===== config.mk =====
export PLATFORM = sky130hd
export DESIGN_NAME = hazard_tag_pipeline
export DESIGN_NICKNAME = d
export VERILOG_FILES = /design/src/rtl/hazard_tag_pipeline.sv
export SDC_FILE = /design/constraint.sdc
export NUM_CORES = 1
export LEC_CHECK = 0
export BUFFER_PORTS_ARGS = -buffer_cell sky130_fd_sc_hd__buf_2
export CAP_MARGIN = 40
export CORE_AREA = 4 4 51 53
export CTS_BUF_LIST = sky130_fd_sc_hd__clkbuf_2 sky130_fd_sc_hd__clkbuf_4 sky130_fd_sc_hd__clkbuf_8
export CTS_CLUSTER_SIZE = 20
export DETAILED_ROUTE_END_ITERATION = 10
export DIE_AREA = 0 0 55 57
export PLACE_DENSITY = 0.79
export SKIP_CTS_REPAIR_TIMING = 1
export SLEW_MARGIN = 20
export SYNTH_ARGS = -nofsm -noshare
export SYNTH_HDL_FRONTEND = slang
export SYNTH_SLANG_ARGS = --single-unit

===== constraint.sdc =====
create_clock -name clk -period 2.25 [get_ports clk]
set_input_delay 0.45 -clock clk [delete_from_list [all_inputs] [get_ports clk]]
set_output_delay 0.45 -clock clk [all_outputs]
set_load 0.01 [all_outputs]

===== src/rtl/hazard_tag_pipeline.sv =====
// hazard_tag_pipeline
// Carries destination-register tags and write enables from ID through
// ID/EX, EX/MEM and MEM/WB for the forwarding unit. It also detects the
// hazards forwarding cannot cover (load-use and multi-cycle multiply
// occupancy of EX) and drives the stall/bubble controls for PC, IF/ID
// and ID/EX.
module hazard_tag_pipeline #(
    parameter int unsigned MUL_LAT = 4
) (
    input  logic       clk,
    input  logic       reset,
    input  logic       ID_Valid,
    input  logic [4:0] ID_Rs,
    input  logic [4:0] ID_Rt,
    input  logic       ID_Uses_Rs,
    input  logic       ID_Uses_Rt,
    input  logic       ID_Wr,
    input  logic [4:0] ID_Rd,
    input  logic       ID_MemRead,
    input  logic       ID_Mul,
    input  logic       Branch_Taken,
    output logic       Stall_IF_ID,
    output logic       Bubble,
    output logic       Mul_Busy,
    output logic       IDEX_Wr,
    output logic       IDEX_MemRead,
    output logic       IDEX_Mul,
    output logic [4:0] IDEX_Rd,
    output logic       EXMEM_Wr,
    output logic [4:0] EXMEM_Rd,
    output logic       MEMWB_Wr,
    output logic [4:0] MEMWB_Rd
);

    // A multiply stalls the front end only when it needs more than one EX cycle.
    localparam logic       MUL_STALLS = (MUL_LAT > 32'd1);
    // Counter preload: BUSY runs from CNT_LOAD down to zero, i.e. MUL_LAT-1 cycles.
    localparam logic [3:0] CNT_LOAD   = (MUL_LAT > 32'd1) ? 4'(MUL_LAT - 32'd2) : 4'd0;

    typedef enum logic [0:0] {
        ST_IDLE = 1'b0,
        ST_BUSY = 1'b1
    } mul_state_t;

    // Multiply occupancy FSM
    mul_state_t state_r;
    mul_state_t state_nxt_s;
    logic [3:0] cnt_r;
    logic [3:0] cnt_nxt_s;

    // Hazard / control decisions
    logic       lu_s;
    logic       mul_busy_s;
    logic       stall_s;
    logic       bubble_s;

    // Tag stage registers
    logic       idex_wr_r;
    logic       idex_memread_r;
    logic       idex_mul_r;
    logic [4:0] idex_rd_r;
    logic       exmem_wr_r;
    logic [4:0] exmem_rd_r;
    logic       memwb_wr_r;
    logic [4:0] memwb_rd_r;

    // Next values of the tag stages
    logic       idex_wr_nxt_s;
    logic       idex_memread_nxt_s;
    logic       idex_mul_nxt_s;
    logic [4:0] idex_rd_nxt_s;
    logic       exmem_wr_nxt_s;
    logic [4:0] exmem_rd_nxt_s;
    logic       memwb_wr_nxt_s;
    logic [4:0] memwb_rd_nxt_s;

    // Load-use: a real ID instruction reads the non-zero register a load in EX is about to write.
    always_comb begin
        lu_s = 1'b0;
        if (ID_Valid && idex_memread_r && idex_wr_r && (idex_rd_r != 5'd0)) begin
            lu_s = (ID_Uses_Rs && (ID_Rs == idex_rd_r)) ||
                   (ID_Uses_Rt && (ID_Rt == idex_rd_r));
        end else begin
            lu_s = 1'b0;
        end
    end

    // Multiply FSM next state and busy flag; busy excludes the multiply's final EX cycle.
    always_comb begin
        state_nxt_s = state_r;
        cnt_nxt_s   = cnt_r;
        mul_busy_s  = 1'b0;
        case (state_r)
            ST_IDLE: begin
                if (idex_mul_r && MUL_STALLS) begin
                    state_nxt_s = ST_BUSY;
                    cnt_nxt_s   = CNT_LOAD;
                    mul_busy_s  = 1'b1;
                end else begin
                    state_nxt_s = ST_IDLE;
                    cnt_nxt_s   = 4'd0;
                    mul_busy_s  = 1'b0;
                end
            end
            ST_BUSY: begin
                if (cnt_r == 4'd0) begin
                    // Final EX cycle: the multiply leaves ID/EX at the next edge.
                    state_nxt_s = ST_IDLE;
                    cnt_nxt_s   = 4'd0;
                    mul_busy_s  = 1'b0;
                end else begin
                    state_nxt_s = ST_BUSY;
                    cnt_nxt_s   = cnt_r - 4'd1;
                    mul_busy_s  = 1'b1;
                end
            end
            default: begin
                state_nxt_s = ST_IDLE;
                cnt_nxt_s   = 4'd0;
                mul_busy_s  = 1'b0;
            end
        endcase
    end

    // Stage steering with priority multiply freeze > branch flush > load-use > normal advance.
    always_comb begin
        stall_s            = 1'b0;
        bubble_s           = 1'b0;
        idex_wr_nxt_s      = idex_wr_r;
        idex_memread_nxt_s = idex_memread_r;
        idex_mul_nxt_s     = idex_mul_r;
        idex_rd_nxt_s      = idex_rd_r;
        exmem_wr_nxt_s     = idex_wr_r;
        exmem_rd_nxt_s     = idex_rd_r;
        memwb_wr_nxt_s     = exmem_wr_r;
        memwb_rd_nxt_s     = exmem_rd_r;
        if (mul_busy_s) begin
            // Multiply holds EX: ID/EX keeps its tags, a bubble goes down to MEM.
            stall_s        = 1'b1;
            bubble_s       = 1'b0;
            exmem_wr_nxt_s = 1'b0;
            exmem_rd_nxt_s = 5'd0;
        end else if (Branch_Taken) begin
            // Flush the wrong-path instruction in ID; this also masks any load-use.
            stall_s            = 1'b0;
            bubble_s           = 1'b1;
            idex_wr_nxt_s      = 1'b0;
            idex_memread_nxt_s = 1'b0;
            idex_mul_nxt_s     = 1'b0;
            idex_rd_nxt_s      = 5'd0;
        end else if (lu_s) begin
            // Hold ID for one cycle; the load moves on to EX/MEM and becomes forwardable.
            stall_s            = 1'b1;
            bubble_s           = 1'b1;
            idex_wr_nxt_s      = 1'b0;
            idex_memread_nxt_s = 1'b0;
            idex_mul_nxt_s     = 1'b0;
            idex_rd_nxt_s      = 5'd0;
        end else begin
            // Normal advance; an invalid ID slot enters with all enables cleared.
            stall_s            = 1'b0;
            bubble_s           = 1'b0;
            idex_wr_nxt_s      = ID_Wr & ID_Valid;
            idex_memread_nxt_s = ID_MemRead & ID_Valid;
            idex_mul_nxt_s     = ID_Mul & ID_Valid;
            idex_rd_nxt_s      = ID_Rd;
        end
    end

    // Multiply FSM state and counter registers.
    always_ff @(posedge clk) begin
        if (reset) begin
            state_r <= ST_IDLE;
            cnt_r   <= 4'd0;
        end else begin
            state_r <= state_nxt_s;
            cnt_r   <= cnt_nxt_s;
        end
    end

    // Tag stage registers: ID/EX, EX/MEM, MEM/WB.
    always_ff @(posedge clk) begin
        if (reset) begin
            idex_wr_r      <= 1'b0;
            idex_memread_r <= 1'b0;
            idex_mul_r     <= 1'b0;
            idex_rd_r      <= 5'd0;
            exmem_wr_r     <= 1'b0;
            exmem_rd_r     <= 5'd0;
            memwb_wr_r     <= 1'b0;
            memwb_rd_r     <= 5'd0;
        end else begin
            idex_wr_r      <= idex_wr_nxt_s;
            idex_memread_r <= idex_memread_nxt_s;
            idex_mul_r     <= idex_mul_nxt_s;
            idex_rd_r      <= idex_rd_nxt_s;
            exmem_wr_r     <= exmem_wr_nxt_s;
            exmem_rd_r     <= exmem_rd_nxt_s;
            memwb_wr_r     <= memwb_wr_nxt_s;
            memwb_rd_r     <= memwb_rd_nxt_s;
        end
    end

    assign Stall_IF_ID  = stall_s;
    assign Bubble       = bubble_s;
    assign Mul_Busy     = mul_busy_s;
    assign IDEX_Wr      = idex_wr_r;
    assign IDEX_MemRead = idex_memread_r;
    assign IDEX_Mul     = idex_mul_r;
    assign IDEX_Rd      = idex_rd_r;
    assign EXMEM_Wr     = exmem_wr_r;
    assign EXMEM_Rd     = exmem_rd_r;
    assign MEMWB_Wr     = memwb_wr_r;
    assign MEMWB_Rd     = memwb_rd_r;

endmodule

==> impl_metrics.env, run 1 <==
export IMPL_grt_pass1_wl_um=3660
export IMPL_cts_root_buf="clkbuf_4"
export IMPL_grt_pass1_vias=823
export IMPL_cellPowerDensity_nw_per_um2=590
export IMPL_vdd_drop_max_v=0.000438
export IMPL_synth_edf_count=0
export IMPL_dp_hpwl_um=1730
export IMPL_outcome="complete, no violations"
export IMPL_fin_crit_sh_pct=99.6
export IMPL_grt_overflow=0
export IMPL_path_clk_slew_ns=0.12
export IMPL_wl_um=2160
export IMPL_crit_path_top_delay_cell="or4_4"
export IMPL_startpoint_type="register"
export IMPL_gp_congestion=0.694
export IMPL_synth_main_ff_cell="dfxtp_1"
export IMPL_first_pass_iters=4
export IMPL_num_nets_final=168
export IMPL_syn_area_per_cell_sq_um=10.4
export IMPL_synth_area_sq_um=981
export IMPL_worst_slew_pin_slew_ns=0.499
export IMPL_die_w_um=55
export IMPL_clock_skew_ns=0.00819
export IMPL_clock_latency_ns=0.30
export IMPL_layout_min_cycle_time_ns=2.24
export IMPL_timing_hold_violations_final=0
export IMPL_port_buffers=46
export IMPL_grt_antenna_before_repair=0
export IMPL_num_rows=17
export IMPL_yosys_area_top_type="dfxtp_1"
export IMPL_wire_per_inst_um=12.6
export IMPL_ys_types=29
export IMPL_arrival_ns=1.79
export IMPL_synth_most_common_cell="dfxtp_1"
export IMPL_async_reset_ff_share_pct=0
export IMPL_netlist_top_cells_count="dfxtp_1, and2_1, xor2_1"
export IMPL_clock_path_buffers=2
export IMPL_first_iter_violations=7
export IMPL_yosysTopAreaCellShare_pct=51.0
export IMPL_grt_use_total_pct=15.1
export IMPL_p_leak_nw=0.653
export IMPL_holdCritPathClass="input pin to register"
export IMPL_num_antenna_cells=0
export IMPL_rsz0062_at_grt="yes"
export IMPL_placed_area_sq_um=1240
export IMPL_drc_errors=0
export IMPL_ant_nets=0
export IMPL_yosysSeqAreaShare_pct=51.0
export IMPL_setup_viol=0
export IMPL_fill_cells=210
export IMPL_relSlewSlack_pct=66.6
export IMPL_cts_made_buffers=3
export IMPL_timing_fmax_ghz=0.446
export IMPL_crit_buf_inv=1
export IMPL_synth_seq_cells=25
export IMPL_slew_violations=0
export IMPL_worst_slack_ns=0.00997
export IMPL_chipHeight_um=57
export IMPL_synthesis_nets=118
export IMPL_synth_cells=94
export IMPL_areaGrowthSynthToFinish_pct=31.9
export IMPL_core_area_sq_um=2150
export IMPL_finalInstanceArea_sq_um=1290
export IMPL_drive_gt1_share_pct=43.4
export IMPL_htreeDepth=1
export IMPL_dp_slack_ns=0.193
export IMPL_maxCapViolations=0
export IMPL_end_kind="primary output"
export IMPL_tritoncts="done"
export IMPL_clock_sinks=25
export IMPL_path_max_fanout=6
export IMPL_criticalPathCategory="register to primary output"
export IMPL_crit_chain="or4_4, o2111ai_2, a21o_1, a21oi_1, buf_2"
export IMPL_dieArea_sq_um=3140
export IMPL_yosys_warnings=0
export IMPL_crit_family="simple AND/OR/NAND/NOR gates"
export IMPL_power_mw=0.763
export IMPL_initial_core_util_pct=45.7
export IMPL_grt_max_degree=15
export IMPL_worst_ep_required_time_ns=1.80
export IMPL_ios=47
export IMPL_dr_total_vias=865
export IMPL_synthTopCellsByArea="dfxtp_1, xor2_1, and2_1"
export IMPL_cpPeakStageDelay_ns=0.53
export IMPL_routed_via_density=5.06
-- report_power, final --
part           internal [mW]  switching, mW
logic                 0.0501         0.0452
registers              0.455         0.0131
clock network         0.0809          0.119
-- final cells by class --
cell class | instances | area (sq um) | area share (%)
flip-flops and latches | 25 | 510 | 39.5
multi-input cells | 64 | 462 | 35.7
repair buffers | 49 | 253 | 19.5
well taps | 28 | 35.0 | 2.71
clock buffers | 4 | 30.0 | 2.32
inverters | 1 | 3.75 | 0.290
-- cell usage in the layout, fill, tap and decap left out, drive strengths merged --
master / Yosys / final
nor3b: 1 / 1
a21oi: 2 / 2
o2111ai: 1 / 1
a32o: 3 / 3
a41o: 5 / 5
nor4: 2 / 2
or4: 1 / 1
buf: 3 / 49
xnor2: 2 / 2
nor2: 4 / 4
xor2: 8 / 8
nand3b: 1 / 1
inv: 1 / 1
o21ai: 2 / 2
nor2b: 7 / 7
nor3: 3 / 3
nand2: 1 / 1
a31oi: 1 / 1
and2: 11 / 11
nand3: 2 / 2
and3: 3 / 3
o21bai: 1 / 1
dfxtp: 25 / 25
clkbuf: 1 / 4
a21o: 1 / 1
nand2b: 1 / 1
a311oi: 1 / 1
-- state kept, by name, indices dropped and copies added, names as in the netlist, 4 cells and up --
register  count
cnt_r         4
EXMEM_Rd      5
MEMWB_Rd      5
IDEX_Rd       5
-- metrics by stage --
stage | instances | hold slack [ns] | util, % | setup TNS (ns)
2_1_floorplan | 94 | 0.466 | - | 0
4_1_cts | 170 | 0.392 | 58.9 | -0.116
6_report | 171 | 0.397 | 60.2 | 0
3_5_place_dp | 166 | 0.454 | 57.5 | 0
5_1_grt | 171 | 0.394 | 60.2 | -0.183
3_3_place_gp | 166 | 0.446 | 57.5 | 0
-- cell families (layout without fill, tap and decap cells) --
kind of cell / after synthesis / count (layout) / synth area share (%)
and+or+nand+nor: 37 / 37 / 22.3
DFF: 25 / 25 / 51.0
AOI/OAI and AO/OA: 17 / 17 / 14.8
xor gates and xnor gates: 10 / 10 / 8.93
buffers and inverters: 5 / 54 / 2.93
-- per-layer routing --
layer  routed length [um]  global-route usage, %
met2                 1090                   25.5
met1                  890                   20.3
met5                    0                      0
met3                  164                   3.66
met4                   12                  0.694
-- final timing paths --
check | cells after the start | to | slack (ns) | start
max reg2reg | 7 | IDEX_Rd[0]$_SDFFE_PP0N_ | 0.45 | IDEX_Rd[1]$_SDFFE_PP0N_
max | 5 | Bubble | 0.01 | IDEX_Rd[0]$_SDFFE_PP0N_
min reg2reg | 1 | MEMWB_Rd[4]$_SDFF_PP0_ | 0.47 | EXMEM_Rd[4]$_SDFF_PP0_
min | 2 | IDEX_Rd[3]$_SDFFE_PP0N_ | 0.40 | ID_Rd[3]
No activity file was read; power rests on OpenSTA's default activity.
==> run 2: changes to the inputs <==
CORE_AREA = 2 2 49 51   (was 4 4 51 53)
DIE_AREA = 0 0 51 53   (was 0 0 55 57)
==> run 2 against run 1 <==
  * The flow now finishes with violations (setup timing)
  * Critical path depth unchanged
  * Via count fell by 1.7%
  * Worst hold slack got worse by 0.013 ns
  * Combinational power fell by 2.9%
  * Count of clock-buffer cells in the layout unchanged
  * Final area decreased by 0.29%
  * Global-route usage is 0.70 points higher
  * Cell count is the same
  * Sequential share of layout area increased by 0.11 points
  * Critical path type unchanged
  * Critical endpoint unchanged
  * Largest power group unchanged
==> impl_metrics.env, run 2 (synthesized netlist as in run 1, its figures left out) <==
export IMPL_gp_congestion=0.706
export IMPL_min_from="ID_Rd[1]"
export IMPL_slew_violations=0
export IMPL_setup_viol=1
export IMPL_path_clk_slew_ns=0.13
export IMPL_mostFrequentLayoutCells="buf_2, dfxtp_1, and2_1"
export IMPL_ant_nets=0
export IMPL_port_buffers=46
export IMPL_outcome="complete, but fails checks"
export IMPL_clock_path_buffers=2
export IMPL_cellPowerDensity_nw_per_um2=592
export IMPL_end_kind="primary output"
export IMPL_num_rows=17
export IMPL_worst_slack_ns=-0.00864
export IMPL_reg2reg_to="IDEX_Rd[3]$_SDFFE_PP0N_"
export IMPL_drc_errors=0
export IMPL_whs_ns=0.384
export IMPL_grt_pass1_wl_um=3260
export IMPL_timing_fmax_ghz=0.443
export IMPL_path_max_fanout=6
export IMPL_core_area_sq_um=2150
export IMPL_tritoncts="done"
export IMPL_swShare_pct=23.6
export IMPL_die_w_um=51
export IMPL_chipHeight_um=53
export IMPL_dr_total_vias=850
export IMPL_first_iter_violations=15
export IMPL_drive_gt1_share_pct=42.7
export IMPL_dieArea_sq_um=2700
export IMPL_htreeDepth=1
export IMPL_min_delay_path_depth=2
export IMPL_violations="setup timing"
export IMPL_num_antenna_cells=0
export IMPL_clock_skew_ns=0.00443
export IMPL_criticalPathCategory="register to primary output"
export IMPL_maxCapViolations=0
export IMPL_holdCritPathClass="input pin to register"
export IMPL_cts_made_buffers=3
export IMPL_startpoint_type="register"
export IMPL_timing_hold_violations_final=0
export IMPL_worst_slew_pin_slew_ns=0.503
export IMPL_holdPathEnd="IDEX_Rd[1]$_SDFFE_PP0N_"
export IMPL_final_common_cell="buf_2"
export IMPL_worst_ep_required_time_ns=1.80
export IMPL_grt_use_total_pct=15.8
export IMPL_p_int_mw=0.584
export IMPL_wl_um=2070
export IMPL_p_leak_nw=0.653
export IMPL_netSwitchingPower_mw=0.180
export IMPL_grt_antenna_before_repair=0
export IMPL_p_comb_share_pct=12.1
export IMPL_areaGrowthSynthToFinish_pct=31.5
export IMPL_cts_root_buf="clkbuf_4"
export IMPL_dp_hpwl_um=1610
export IMPL_rsz0062_at_grt="yes"
export IMPL_grt_overflow=0
export IMPL_routed_via_density=4.97
export IMPL_wire_per_inst_um=12.1
export IMPL_r2r_cells=7
export IMPL_relSlewSlack_pct=66.4
export IMPL_fill_cells=192
export IMPL_clock_sinks=25
export IMPL_power_share_clock_pct=26.7
export IMPL_grt_max_degree=14
export IMPL_initial_core_util_pct=45.7
export IMPL_layout_min_cycle_time_ns=2.26
export IMPL_clock_latency_ns=0.30
export IMPL_fin_crit_sh_pct=100
export IMPL_power_frac_seq_pct=61.2
export IMPL_num_nets_final=168
export IMPL_r2r_slack_ns=0.49
export IMPL_first_pass_iters=4
export IMPL_ios=47
export IMPL_rr_startpoint="IDEX_Rd[0]$_SDFFE_PP0N_"
export IMPL_dp_slack_ns=0.202
export IMPL_grt_pass1_vias=796
export IMPL_vdd_drop_max_v=0.000373
export IMPL_arrival_ns=1.81
==> run 2: worst max-delay path, cell delays in order, from the launching register on <==
cell	delay, ns
dfxtp_4	0.39
or4_1	0.55
o2111ai_2	0.19
a21o_1	0.16
a21oi_1	0.08
buf_2	0.15
==> run 2: metal layers <==
metal | up-vias | global-route usage [%] | share of wire [%]
li1 | 432 | - | -
met1 | 393 | 19.0 | 44
met2 | 25 | 28.4 | 50
met3 | 0 | 3.39 | 6.5
met4 | 0 | 4.05 | 0
met5 | - | 0 | 0
==> run 2: worst max-delay path by stage <==
stage                                       start  endpoint  slack (ns)  depth (start not counted)
after floorplan                          ID_Rt[2]    Bubble        0.33                          6
after global placement                   ID_Rt[2]    Bubble        0.23                          7
after detailed placement                 ID_Rt[2]    Bubble        0.20                          7
after CTS                 IDEX_Rd[0]$_SDFFE_PP0N_    Bubble       -0.06                          5
after global routing      IDEX_Rd[1]$_SDFFE_PP0N_    Bubble       -0.06                          6
final                     IDEX_Rd[0]$_SDFFE_PP0N_    Bubble      -0.009                          5
==> run 2: power groups by stage <==
stage / clock (mW) / sequential (mW) / combinational (mW)
after floorplan: 0 / 0.481 / 0.0438
after global placement: 0 / 0.478 / 0.0894
after detailed placement: 0 / 0.478 / 0.0918
after CTS: 0.205 / 0.468 / 0.0920
after global routing: 0.227 / 0.470 / 0.102
final: 0.204 / 0.468 / 0.0925
==> run 2: final cells by class <==
cell class	instances	area, sq um	share of cell area, %
repair buffers	49	253	19.6
well taps	28	35.0	2.72
clock buffers	4	30.0	2.33
multi-input cells	64	458	35.5
flip-flops and latches	25	510	39.6
inverters	1	3.75	0.291
==> run 2: through the flow <==
stage          setup TNS [ns]  utilization (%)  std cells  total power [mW]  cell area (sq um)
5_1_grt               -0.0942             60.0        171             0.798               1290
3_3_place_gp                0             57.5        166             0.567               1240
3_5_place_dp                0             57.5        166             0.570               1240
6_report             -0.00864             60.0        171             0.764               1290
2_1_floorplan               0                -         94             0.525                981
4_1_cts               -0.0934             58.9        170             0.765               1270
==> run 3: changes to the inputs <==
CORE_AREA = 2 2 56 45   (was 2 2 49 51)
DIE_AREA = 0 0 58 47   (was 0 0 51 53)
RECOVER_POWER = 100   (was not set)
==> run 3 against run 2 <==
  * Count of clock-buffer cells in the layout fell by 1
  * Via count rose by 1.9%
  * Power fell by 1.7%
  * Largest power group unchanged
  * Sequential share of layout area rose by 0.76 points
  * The run still ends with setup timing left
  * First-iteration DRC count fell by 27%
  * Non-clock buffer count fell by 1
  * Final area fell by 2.1%
  * Flip-flop and latch count did not move
  * Die area rose by 0.85%
  * Cell count fell by 2.3%
==> impl_metrics.env, run 3 (synthesized netlist as in run 1, its figures left out) <==
export IMPL_p_comb_share_pct=12.3
export IMPL_clock_sinks=25
export IMPL_min_from="ID_Rd[4]"
export IMPL_chipHeight_um=47
export IMPL_drive_gt1_share_pct=34.5
export IMPL_routed_via_density=5.19
export IMPL_rr_startpoint="cnt_r[1]$_SDFF_PP0_"
export IMPL_ant_nets=0
export IMPL_grt_overflow=0
export IMPL_fin_crit_sh_pct=101
export IMPL_wl_um=2110
export IMPL_first_pass_iters=4
export IMPL_wire_per_inst_um=12.7
export IMPL_holdPathEnd="IDEX_Rd[4]$_SDFFE_PP0N_"
export IMPL_tns_ns=-0.0189
export IMPL_core_area_sq_um=2180
export IMPL_grt_max_degree=15
export IMPL_grt_pass1_vias=768
export IMPL_criticalPathCategory="register to primary output"
export IMPL_worst_ep_required_time_ns=1.80
export IMPL_r2r_cells=5
export IMPL_grt_use_total_pct=15.7
export IMPL_netSwitchingPower_mw=0.182
export IMPL_num_nets_final=167
export IMPL_final_util_pct=58.0
export IMPL_multi_input_area_sq_um=462
export IMPL_first_iter_violations=11
export IMPL_fill_cells=207
export IMPL_power_share_clock_pct=25.2
export IMPL_timing_fmax_ghz=0.442
export IMPL_holdCritPathClass="input pin to register"
export IMPL_r2r_slack_ns=0.51
export IMPL_min_delay_path_depth=2
export IMPL_num_antenna_cells=0
export IMPL_initial_core_util_pct=45.1
export IMPL_htreeDepth=1
export IMPL_areaGrowthSynthToFinish_pct=28.7
export IMPL_arrival_ns=1.81
export IMPL_dr_total_vias=866
export IMPL_vdd_drop_max_v=0.000467
export IMPL_swShare_pct=24.2
export IMPL_grt_antenna_before_repair=0
export IMPL_reg2reg_to="IDEX_Rd[0]$_SDFFE_PP0N_"
export IMPL_outcome="complete, but fails checks"
export IMPL_wl_met1_um=865
export IMPL_path_max_fanout=6
export IMPL_layout_min_cycle_time_ns=2.26
export IMPL_path_clk_slew_ns=0.12
export IMPL_violations="setup timing"
export IMPL_gp_congestion=0.736
export IMPL_dr_wl_met2_um=1070
export IMPL_p_leak_nw=0.593
export IMPL_dp_hpwl_um=1610
export IMPL_startpoint_type="register"
export IMPL_clock_skew_ns=0.00609
export IMPL_worst_slew_pin_slew_ns=0.520
export IMPL_crit_buf_inv=1
export IMPL_power_frac_seq_pct=62.5
export IMPL_crit_start="IDEX_Rd[0]$_SDFFE_PP0N_"
export IMPL_final_common_cell="buf_2"
export IMPL_timing_hold_violations_final=0
export IMPL_clock_path_buffers=2
export IMPL_crit_family="simple AND/OR/NAND/NOR gates"
export IMPL_crit_path_top_delay_cell="or4_1"
export IMPL_num_rows=15
export IMPL_rsz0062_at_grt="yes"
export IMPL_crit_chain="or4_1, o2111ai_2, a21o_1, a21oi_2, buf_2"
export IMPL_ios=47
export IMPL_end_kind="primary output"
export IMPL_dr_wl_met3_um=163
export IMPL_regArea_sq_um=509
export IMPL_clock_latency_ns=0.31
export IMPL_layoutNonFillerInstCount=167
export IMPL_port_buffers=46
export IMPL_cellPowerDensity_nw_per_um2=595
export IMPL_top_layer="met4"
export IMPL_relSlewSlack_pct=65.2
export IMPL_grt_pass1_wl_um=3190
export IMPL_cpPeakStageDelay_ns=0.54
export IMPL_p_int_mw=0.569
export IMPL_tritoncts="done"
export IMPL_drc_errors=0
export IMPL_post_place_cells=163
export IMPL_setup_viol=2
export IMPL_mostFrequentLayoutCells="buf_2, dfxtp_1, clkbuf_1"
export IMPL_die_w_um=58
export IMPL_dieArea_sq_um=2730
export IMPL_cts_made_buffers=3
export IMPL_cts_root_buf="clkbuf_4"
export IMPL_maxCapViolations=0
export IMPL_slew_violations=0
export IMPL_worst_slack_ns=-0.0118
run 3: worst max-delay path by stage:
| stage | depth (start not counted) | slack [ns] | endpoint |
|---|---|---|---|
| CTS | 5 | -0.05 | Bubble |
| finish | 5 | -0.01 | Bubble |
| global route | 6 | -0.11 | Stall_IF_ID |
| global placement | 7 | 0.19 | Bubble |
| floorplan | 6 | 0.33 | Bubble |
| detailed placement | 7 | 0.19 | Bubble |
run 3: layer usage:
layer  GRT usage, %  up-vias
met4           2.33        0
li1               -      434
met1           17.5      405
met2           29.1       25
met3           6.89        2
met5              0        -
run 3: through the flow:
| step | hold WS, ns | worst slack, ns | total power [mW] | area, sq um |
|---|---|---|---|---|
| after detailed placement | 0.449 | 0.189 | 0.570 | 1230 |
| after global placement | 0.445 | 0.192 | 0.568 | 1230 |
| final | 0.371 | -0.0118 | 0.751 | 1260 |
| after CTS | 0.368 | -0.0534 | 0.757 | 1260 |
| after global routing | 0.365 | -0.112 | 0.787 | 1260 |
| after floorplan | 0.466 | 0.328 | 0.525 | 981 |
run 3: layout make-up:
cell class / instances / area share [%]
Clock buffer: 3 / 1.78
Clock inverter: 1 / 0.396
Inverter: 1 / 0.297
Multi-Input combinational cell: 64 / 36.6
Sequential cell: 25 / 40.3
Tap cell: 25 / 2.48
Timing Repair Buffer: 48 / 18.1
run 3: power by group through the flow:
| stage | Sequential, mW | Clock, mW | Combinational, mW |
|---|---|---|---|
| 2_1_floorplan | 0.481 | 0 | 0.0438 |
| 3_3_place_gp | 0.478 | 0 | 0.0900 |
| 3_5_place_dp | 0.478 | 0 | 0.0923 |
| 4_1_cts | 0.468 | 0.196 | 0.0928 |
| 5_1_grt | 0.471 | 0.214 | 0.103 |
| 6_report | 0.469 | 0.189 | 0.0924 |
